`src/rtl/fifo_stream_drain.sv`:
```
// fifo_stream_drain: turns the built-in FIFO's rd_en / next-cycle dout protocol
// into a valid/ready stream through a 2-entry skid buffer with credit-based reads.
module fifo_stream_drain #(
    parameter int Width      = 18,
    parameter int CountWidth = 16
) (
    input  logic                  clk,
    input  logic                  rst_n,
    input  logic                  enable,
    input  logic [Width-1:0]      fifo_dout,
    input  logic                  fifo_valid,
    input  logic                  fifo_empty,
    output logic                  fifo_rd_en,
    output logic [Width-1:0]      m_data,
    output logic                  m_valid,
    input  logic                  m_ready,
    output logic [CountWidth-1:0] word_count,
    output logic                  proto_err
);

    logic [1:0]       occ;
    logic             inflight;
    logic [Width-1:0] mem [2];
    logic             head;
    logic             tail;
    logic             pop;
    logic             capture;
    logic [2:0]       credit;

    assign m_valid = (occ != 2'd0);
    assign m_data  = mem[head];
    assign pop     = m_valid & m_ready;
    assign capture = fifo_valid & inflight;

    // Slots spoken for next cycle: held entries plus the pending read, less the pop.
    assign credit = {1'b0, occ} + {2'b00, inflight} - {2'b00, pop};

    assign fifo_rd_en = rst_n & enable & ~fifo_empty & (credit < 3'd2);

    // Skid storage: captured words land at the tail slot.
    always_ff @(posedge clk) begin
        if (capture) begin
            mem[tail] <= fifo_dout;
        end
    end

    // Occupancy, pointers, read tracking, delivery count and error flag.
    always_ff @(posedge clk or negedge rst_n) begin
        if (!rst_n) begin
            occ        <= 2'd0;
            inflight   <= 1'b0;
            head       <= 1'b0;
            tail       <= 1'b0;
            word_count <= '0;
            proto_err  <= 1'b0;
        end else begin
            inflight <= fifo_rd_en;
            if (capture) begin
                tail <= ~tail;
            end
            if (pop) begin
                head       <= ~head;
                word_count <= word_count + 1'b1;
            end
            unique case ({capture, pop})
                2'b10:   occ <= occ + 2'd1;
                2'b01:   occ <= occ - 2'd1;
                default: occ <= occ;
            endcase
            // Unsolicited data or a missing response both break the read contract.
            if (fifo_valid ^ inflight) begin
                proto_err <= 1'b1;
            end
        end
    end

endmodule

```
`config.mk`:
```
export PLATFORM = sky130hd
export DESIGN_NAME = fifo_stream_drain
export DESIGN_NICKNAME = d
export VERILOG_FILES = /design/src/rtl/fifo_stream_drain.sv
export SDC_FILE = /design/constraint.sdc
export NUM_CORES = 1
export LEC_CHECK = 0
export ABC_CLOCK_PERIOD_IN_PS = 3600
export CORE_UTILIZATION = 51
export DETAILED_ROUTE_END_ITERATION = 8
export PLACE_DENSITY_LB_ADDON = 0.3
export SYNTH_ARGS = -nofsm -noshare
export SYNTH_HDL_FRONTEND = slang
export SYNTH_SLANG_ARGS = --single-unit
export TNS_END_PERCENT = 10
```
`constraint.sdc`:
```
create_clock -name clk -period 3.6 [get_ports clk]
set_input_delay 0.54 -clock clk [delete_from_list [all_inputs] [get_ports clk]]
set_output_delay 0.54 -clock clk [all_outputs]
set_load 0.005 [all_outputs]
```
**Word-level counts from Yosys, hierarchy flattened**

Memories as Yosys holds them, arrays and structs flattened.
Index checks and enable logic that the tools add are counted.

- Memories kept: 1
- Bits of input ports: 24
- Memory bits (writable): 36
- Logic and storage cells: 29
- Output and inout port bits: 37
- Register bits: 22

Memories:

| name | words | width | read ports | clocked after memory_dff | write ports | RTL line | text |
|---|---|---|---|---|---|---|---|
| mem | 2 | 18 | 1 | 0 | 1 | 23 | `logic [Width-1:0] mem [2];` |

- Bitwise operators: 9
- Reductions and logical operators: 2
- Add/sub/neg operators: 5
- Muxes and demuxes: 3
- Eq/ne operators: 2
- Order comparisons: 1

Operators with widths:

| operator | count |
|---|---|
| adder 16 x 1 -> 16 bit (second input constant) | 1 |
| AND 1 bit | 5 |
| case mux 2 bit (2 select lines) | 1 |
| nonzero test 2 bit | 2 |
| adder 2 x 1 -> 3 bit | 1 |
| < comparator 3 x 2 -> 1 bit (second input constant) | 1 |
| inverter 1 bit | 3 |
| subtractor 3 x 1 -> 3 bit | 1 |
| adder 2 x 1 -> 2 bit (second input constant) | 1 |
| == test 2 x 1 -> 1 bit (second input constant) | 1 |
| == test 2 bit (second input constant) | 1 |
| 2-to-1 mux 1 bit | 2 |
| subtractor 2 x 1 -> 2 bit (second input constant) | 1 |
| bitwise XOR 1 bit | 1 |

**Longest topological paths before layout**

Gate-level depths: netlist (run 1).

- Depth in word-level cells: 5
- Gate-level depth with buffers: 7
- Gate-level depth less buffers: 7

**Least setup slack after synthesis (run 1)**

No wires, ideal clock.

- Path kind: register -> output
- Start: register occ[1]
- End: output fifo_rd_en
- Setup slack: 983 ps
- Buffers on the path: 0
- Data arrival time: 2077 ps
- Stages on the path, launching flop included: 8
- Data required time: 3060 ps
- Cells stage by stage: dfrtp_1 -> o21ai_4 -> inv_1 -> ha_1 -> or2b_1 -> fa_1 -> nand4b_1 -> nor2_1

- Word-level cells in the longest chain between the ends: 5

Ends and longest elaborated chain:

| item | RTL line | text |
|---|---|---|
| from (decl) | 21 | `logic [1:0] occ;` |
| from (signal assigned) | 66 | `2'b10: occ <= occ + 2'd1;` |
| from (signal assigned) | 67 | `2'b01: occ <= occ - 2'd1;` |
| nonzero test 2 bit | 30 | `assign m_valid = (occ != 2'd0);` |
| AND 1 bit | 32 | `assign pop = m_valid & m_ready;` |
| via pop | 26 | `logic pop;` |
| subtractor 3 x 1 -> 3 bit | 36 | `assign credit = {1'b0, occ} + {2'b00, inflight} - {2'b00, pop};` |
| < comparator 3 x 2 -> 1 bit | 38 | `assign fifo_rd_en = rst_n & enable & ~fifo_empty & (credit < 3'd2);` |
| AND 1 bit | 38 |  |
| to (decl) | 13 | `output logic fifo_rd_en,` |

The timed path passes the listed nets, and every way through them passes these cells.

**Final worst setup path (run 1)**

- Start: input m_ready
- End: output fifo_rd_en

- Word-level cells in the longest chain between the ends: 4

Ends and longest elaborated chain:

| item | RTL line | text |
|---|---|---|
| from (decl) | 16 | `input logic m_ready,` |
| AND 1 bit | 32 |  |
| via pop | 26 |  |
| subtractor 3 x 1 -> 3 bit | 36 |  |
| < comparator 3 x 2 -> 1 bit | 38 |  |
| AND 1 bit | 38 |  |

The timed path passes the listed nets, and every way through them passes these cells.

==> results of run 1 <==
-- worst paths after layout --
check / from / endpoint / slack [ps] / depth (start not counted)
max: m_ready / fifo_rd_en / 150 / 9
min: word_count[15]$_DFFE_PN0P_ / word_count[15]$_DFFE_PN0P_ / 470 / 1
max reg2reg: occ[1]$_DFFE_PN0P_ / inflight$_DFF_PN0_ / 1550 / 7
min reg2reg: word_count[15]$_DFFE_PN0P_ / word_count[15]$_DFFE_PN0P_ / 470 / 1
max in group asynchronous: rst_n / occ[0]$_DFFE_PN0P_ / 2810 / 2
min in group asynchronous: rst_n / head$_DFFE_PN0P_ / 560 / 2
-- synthesized netlist by cell type, drive strengths merged --
| master | number | area share |
|---|---|---|
| nand2 | 9 | 0.015 |
| nor3 | 2 | 0.011 |
| o21ai | 1 | 0.0070 |
| and3 | 2 | 0.0054 |
| xor2 | 7 | 0.026 |
| nor2 | 5 | 0.0081 |
| inv | 3 | 0.0049 |
| and4 | 2 | 0.0076 |
| or2 | 3 | 0.0081 |
| fa | 1 | 0.0086 |
| and2 | 1 | 0.0027 |
| nand4b | 1 | 0.0038 |
| buf | 2 | 0.0043 |
| edfxtp | 36 | 0.47 |
| or2b | 1 | 0.0032 |
| ha | 4 | 0.022 |
| mux2 | 18 | 0.088 |
| dfrtp | 22 | 0.24 |
| nand3 | 3 | 0.0065 |
| nand4 | 4 | 0.011 |
| xnor2 | 14 | 0.053 |
-- kinds of logic (layout without fill, tap and decap cells) --
kind of cell             after synthesis  count (layout)  share of synthesized area
AO/OA/AOI/OAI                          1               1                    0.00703
flip-flops                            58              58                      0.704
buffers and inverters                  5              82                    0.00918
multiplexers                          18              18                     0.0875
AND/OR/NAND/NOR                       33              33                     0.0821
XOR/XNOR                              21              21                     0.0794
adder cells (fa/ha/maj)                5               5                     0.0303
-- report_power, final --
group	leakage, nW	internal [mW]	switching [mW]
Sequential	0.608	0.783	0.127
Combinational	0.508	0.348	0.166
Clock	0.0951	0.336	0.238
Total	1.21	1.47	0.531
-- worst max-delay path, cell delays in order --
cell and delay [ps]:
clkdlybuf4s50_1 500, o21ai_4 70, inv_2 90, ha_1 220, or2b_1 230, fa_1 480, nand4b_1 110, nor2_1 150
clkdlybuf4s50_1 510
-- through the flow --
stage	util	worst slack [ps]	hold WS, ps
2_1_floorplan	-	983	244
5_1_grt	0.731	52.6	497
4_1_cts	0.731	83.0	473
3_5_place_dp	0.688	84.2	465
3_3_place_gp	0.688	157	455
6_report	0.731	151	473
-- per-layer routing --
layer  part of all wire  GRT usage  vias up
met1               0.42      0.235      682
met3              0.054     0.0610        9
met2               0.50      0.342       42
met5                  0          0        -
li1                   -          -      653
met4              0.022      0.102        0
-- sequential cells by signal (all words and copies together) (netlist names) --
register / cells
tail: 1
word_count: 16
proto_err: 1
head: 1
inflight: 1
occ: 2
mem: 36
-- layout make-up --
cell class / instances / area share
inverters: 3 / 0.00354
clock buffers: 13 / 0.0468
well taps: 52 / 0.0204
flip-flops and latches: 58 / 0.513
multi-input cells: 78 / 0.208
repair buffers: 63 / 0.196
clock inverters: 3 / 0.0122
-- what timing repair did --
item / CTS / global route
endpoints found under the hold margin: 0 / 0
hold buffers: 0 / 0
gates resized for setup: 0 / 1
endpoints found under the setup margin: 0 / 1
==> results.md, run 1 <==
- Worst slew pin tran: 856 ps
- Yosys warnings: 0
- Distinct cell type count after synthesis: 23
- Layout Area Growth over Synthesis: 37.4%
- DP Area: 2990 µm²
- Max-Cap Viols: 0
- Tmin final: 3450 ps
- Die outline area: 4810 µm²
- Antenna diodes: 0
- Post-Route WL: 4250 µm
- Pwr/cell area: 628 nW/µm²
- Gate Count Post-Synth: 141
- Nets: 242
- Final ANT Viol Nets: 0
- Critical path class: input pin to primary output
- GRT overflow: 0
- Worst-path clk slew: 60 ps
- Layout cells sized above 1: 0.179
- Die Y: 69.4 µm
- Most common cell after layout, fill and taps aside: clkdlybuf4s50_1
- Layout fillers: 292
- CTS sink cnt: 58
- Vias: 1,386
- Netlist area before placement: 2320 µm²
- Post-synthesis sequential area ratio: 0.704
- Clk buf depth: 2
- Starting Density: 0.532
- CTS tree: built
- Iter 0 DRT Violations: 94
- Status: finished, final reports clean
- Post-route DRC: 0
- Postcts setup bufs: 0
- H-tree level count: 3
- Area of the core: 4350 µm²
- Worst path required time: 3060 ps
- Final TNS setup: 0 ps
- Worst hold-check path type: flip-flop to flip-flop
- Max frequency: 290 MHz
- Die width: 69.4 µm
- RSZ-0062 raised after global routing: false
- Largest net degree at the start of global routing: 24
- Area occupied by multi-input gates: 663 µm²
- Crit Path Max Fanout: 5
- CTS root buffer: clkbuf_8
- Vias in the first global route: 1,489
- Crit. End Element: primary output
- Hpwl dp: 2930 µm
- Final worst-path cycle share: 0.958
- CTS buffer count: 9
- Row Count: 24
- PortBufs: 60
- DR WL/cell: 15.7 µm
- Setup-failing EPs final: 0
- Gr usage total: 0.203
- Placer congestion estimate: 0.715
- Leading cell types in the layout, fill and taps excluded: 60 x clkdlybuf4s50_1, 36 x edfxtp_1, 22 x dfrtp_1
- 1st-pass router iterations: 4
- Crit path arrival time: 2910 ps
- Final Cell Area: 3180 µm²
- Maximum VDD drop: 0.410 mV
- Slew headroom: 0.430
- Tot Pwr: 2.00 mW
- Drt via density: 5.13
- Final hold vios: 0
- Ports: 61
- Slew Limit Fails: 0
- Clk_skew: 6.19 ps
- First-pass GRT wire length: 7250 µm
- Syn_area_per_cell: 16.4 µm²
- FF+latch area: 1630 µm²
- Synth Register Bits: 58
- Antenna violations before repair: 0
- DP Cell Count: 254
- Layout Cells excl Fill: 270
- Worst setup SP type: input pin
- Worst-Skew Late Latency: 330 ps
- Leakage power: 1.21 nW
- Syn Nets: 170
No activity file was read; power rests on OpenSTA's default activity.
==> inputs of run 2 (changes only) <==
Settings changed: ABC_AREA from default to 1, CORE_UTILIZATION 51 to 53.
==> run 2 against run 1 <==
Net effect:
- the run now ends with design-rule violations left
- worst setup slack better by 45 ps
- non-clock buffer count is 1 higher
- utilization grew 2.1 points
- die area up 4.6%
- sequential share of layout area fell by 2.8 points
- clock skew grew 1.4 ps
- sequential power decreased by 5.5%
- count of clock-buffer cells in the layout decreased by 3
- global-route usage rose by 0.53 points
- register-to-register slack gained 70 ps
- largest power group unchanged
==> results.md, run 2 <==
- Gate Count Post-Synth: 227 (+61%)
- Die Y: 71.0 µm (+2.3%)
- Peak per-stage delay on the critical path: 560 ps (+50 ps)
- Starting Density: 0.563 (+0.0316)
- CP startpoint: m_ready
- CP cell instances: clkdlybuf4s50_1, inv_1, nor2_4, ha_1, inv_1, nand2_1, fa_1, inv_1, nor4_2, clkdlybuf4s50_1
- Worst slew pin tran: 715 ps (-141 ps)
- Crit. End Element: primary output
- Final Cell Area: 3370 µm² (+5.8%)
- Count leader, synth: nand2_1
- Most common cell type on the critical path: inv_1
- Post-synthesis sequential area ratio: 0.647 (-0.0573)
- Drt via density: 4.87 (-5.1%)
- Worst r2r src: occ[1]$_DFFE_PN0P_
- Post-route setup slack: 196 ps (+44.7 ps)
- Final ANT Viol Nets: 0 (unchanged)
- DP Area: 3180 µm² (+6.4%)
- Clk buf depth: 2 (unchanged)
- Crit Path Max Fanout: 2 (-3)
- EDFF count, synth: 36 (unchanged)
- Reg2Reg Depth: 8 (+1)
- Leading post-synthesis cells by cell area: edfxtp_1 43%, dfrtp_1 22%, nand2_1 13%
- Slew headroom: 0.523 (+0.0933)
- RSZ-0062 raised after global routing: false
- Yosys top cell area share: 0.429 (-0.0380)
- H-tree level count: 3 (unchanged)
- DR WL/cell: 12.9 µm (-18%)
- Syn Nets: 256 (+51%)
- Synth cell count leaders: 90 x nand2_1, 36 x edfxtp_1, 22 x dfrtp_1
- Worst slack at placement: 135 ps (+50.8 ps)
- WHS: 490 ps (+17.3 ps)
- Nets: 327 (+35%)
- Worst reg2reg setup slack: 1620 ps (+70 ps)
- Distinct cell type count after synthesis: 29 (+26%)
- Final TNS setup: 0 ps (unchanged)
- Row Count: 24 (unchanged)
- Post-Route WL: 4550 µm (+7.1%)
- Maximum VDD drop: 0.491 mV (+20%)
- Crit path arrival time: 2860 ps (-50 ps)
- Hold_sp: tail$_DFFE_PN0P_
- Final Util: 0.752 (+0.0215)
- 1st-pass router iterations: 8 (+4)
- Post-synth ARST share: 0.379 (unchanged)
- Antenna diodes: 0 (unchanged)
- Max frequency: 294 MHz (+1.3%)
- Yosys warnings: 0 (unchanged)
- Worst hold-check path type: flip-flop to flip-flop
- Vias in the first global route: 1,706 (+15%)
- CTS tree: built
- Netlist area before placement: 2520 µm² (+8.9%)
- Grt met3 use: 0.0684 (+0.00733)
- CTS sink cnt: 58 (unchanged)
- Worst-path clk slew: 60 ps (about the same)
- Critical Path Sink: fifo_rd_en
- Iter 0 DRT Violations: 90 (-4.3%)
- Largest net degree at the start of global routing: 23 (-4.2%)
- Die outline area: 5040 µm² (+4.6%)
- Ports: 61 (unchanged)
- Max-Cap Viols: 0 (unchanged)
- Die width: 71.0 µm (+2.3%)
- Ys flop type: edfxtp_1
- Final hold vios: 0 (unchanged)
- Leading area contributor after synthesis: edfxtp_1
- Leakage power: 1.44 nW (+19%)
- Largest regs: mem (36), word_count (16), occ (2)
- Antenna violations before repair: 0 (unchanged)
- Postcts setup bufs: 0 (unchanged)
- Syn_area_per_cell: 11.1 µm² (-32%)
- Slew Limit Fails: 0 (unchanged)
- CTS root buffer: clkbuf_8
- Biggest register: mem
- Leading cell types in the layout, fill and taps excluded: 90 x nand2_1, 60 x clkdlybuf4s50_1, 36 x edfxtp_1
- Status: finished, violations left
- Layout cells sized above 1: 0.0894 (-0.0895)
- Pwr/cell area: 620 nW/µm² (-1.3%)
- Hpwl dp: 3030 µm (+3.6%)
- Failing checks: design-rule violations
- CTS buffer count: 9 (unchanged)
- Cell at the slowest stage of the critical path: clkdlybuf4s50_1
- Setup-failing EPs final: 0 (unchanged)
- Max reg flops: 36 (unchanged)
- Synth Register Bits: 58 (unchanged)
- Worst setup SP type: input pin
- M1 GR Usage: 0.244 (+0.00867)
- Area of the core: 4470 µm² (+2.8%)
- Critical path class: input pin to primary output
- Vias: 1,725 (+24%)
- Worst path required time: 3060 ps (about the same)
- Final worst-path cycle share: 0.946 (-0.0124)
- Tmin final: 3400 ps (-44.7 ps)
- Met2 layer usage reported by global route: 0.354 (+0.0117)
- Worst-Skew Late Latency: 330 ps (about the same)
- Most common cell after layout, fill and taps aside: nand2_1
- Reg2Reg Capture Point: inflight$_DFF_PN0_
- Grt peak-use layer: met2
- First-pass GRT wire length: 7800 µm (+7.7%)
- Gr usage total: 0.208 (+0.00528)
- PortBufs: 60 (unchanged)
- Placer congestion estimate: 0.770 (+7.8%)
- Layout Area Growth over Synthesis: 33.5%
- GRT overflow: 0 (unchanged)
- Post-route DRC: 4 (+4)
- Clk_skew: 7.58 ps (+1.39 ps)
[run 2: worst max-delay path, delay by kind of cell]
| family | cells | cell delay, ps |
|---|---|---|
| buffers and inverters | 5 | 1160 |
| and+or+nand+nor | 3 | 460 |
| adders and majority gates | 2 | 700 |
[run 2: cell type report]
class,count,area [µm²]
clock buffers,10,128
clock inverters,5,47.5
fillers,292,1110
inverters,20,77.6
multi-input cells,145,786
flip-flops and latches,58,1630
well taps,52,65.1
repair buffers,64,631
[run 2: what timing repair did]
action | in CTS | in global routing
hold buffers | 0 | 0
resized for setup | 0 | 1
setup endpoints to repair | 0 | 1
[run 2: metrics by stage]
stage                     cells  power (mW)
final                       354        2.09
after global routing        354        2.22
after CTS                   354        2.10
after detailed placement    339        1.55
after global placement      339        1.53
after floorplan             227        1.21
[run 2: logic make-up (layout without fill, tap and decap cells)]
group / Yosys count / count (layout) / synth area share
fa+ha+maj: 5 / 5 / 0.0278
xor+xnor: 13 / 13 / 0.0481
simple gates: 124 / 124 / 0.227
buf+inv: 24 / 99 / 0.0437
compound gates: 3 / 3 / 0.00595
flops: 58 / 58 / 0.647
[run 2: how the worst min path moves through the flow]
| stage | end | slack, ps | cells after the start |
|---|---|---|---|
| floorplan | head$_DFFE_PN0P_ | 240 | 0 |
| global placement | proto_err$_DFFE_PN0P_ | 460 | 1 |
| detailed placement | proto_err$_DFFE_PN0P_ | 480 | 1 |
| CTS | tail$_DFFE_PN0P_ | 500 | 1 |
| global route | tail$_DFFE_PN0P_ | 510 | 1 |
| finish | tail$_DFFE_PN0P_ | 490 | 1 |
[run 2: report_power, final]
| part | total [mW] | internal [mW] | leakage [nW] | switching [mW] |
|---|---|---|---|---|
| logic | 0.681 | 0.363 | 0.743 | 0.318 |
| clock network | 0.546 | 0.309 | 0.0910 | 0.237 |
| registers | 0.860 | 0.786 | 0.608 | 0.0734 |
[run 2: routing by layer]
| layer | vias to the layer above | share of wire |
|---|---|---|
| li1 | 867 | - |
| met1 | 795 | 0.43 |
| met2 | 59 | 0.50 |
| met3 | 4 | 0.059 |
| met4 | 0 | 0.0094 |
| met5 | - | 0 |
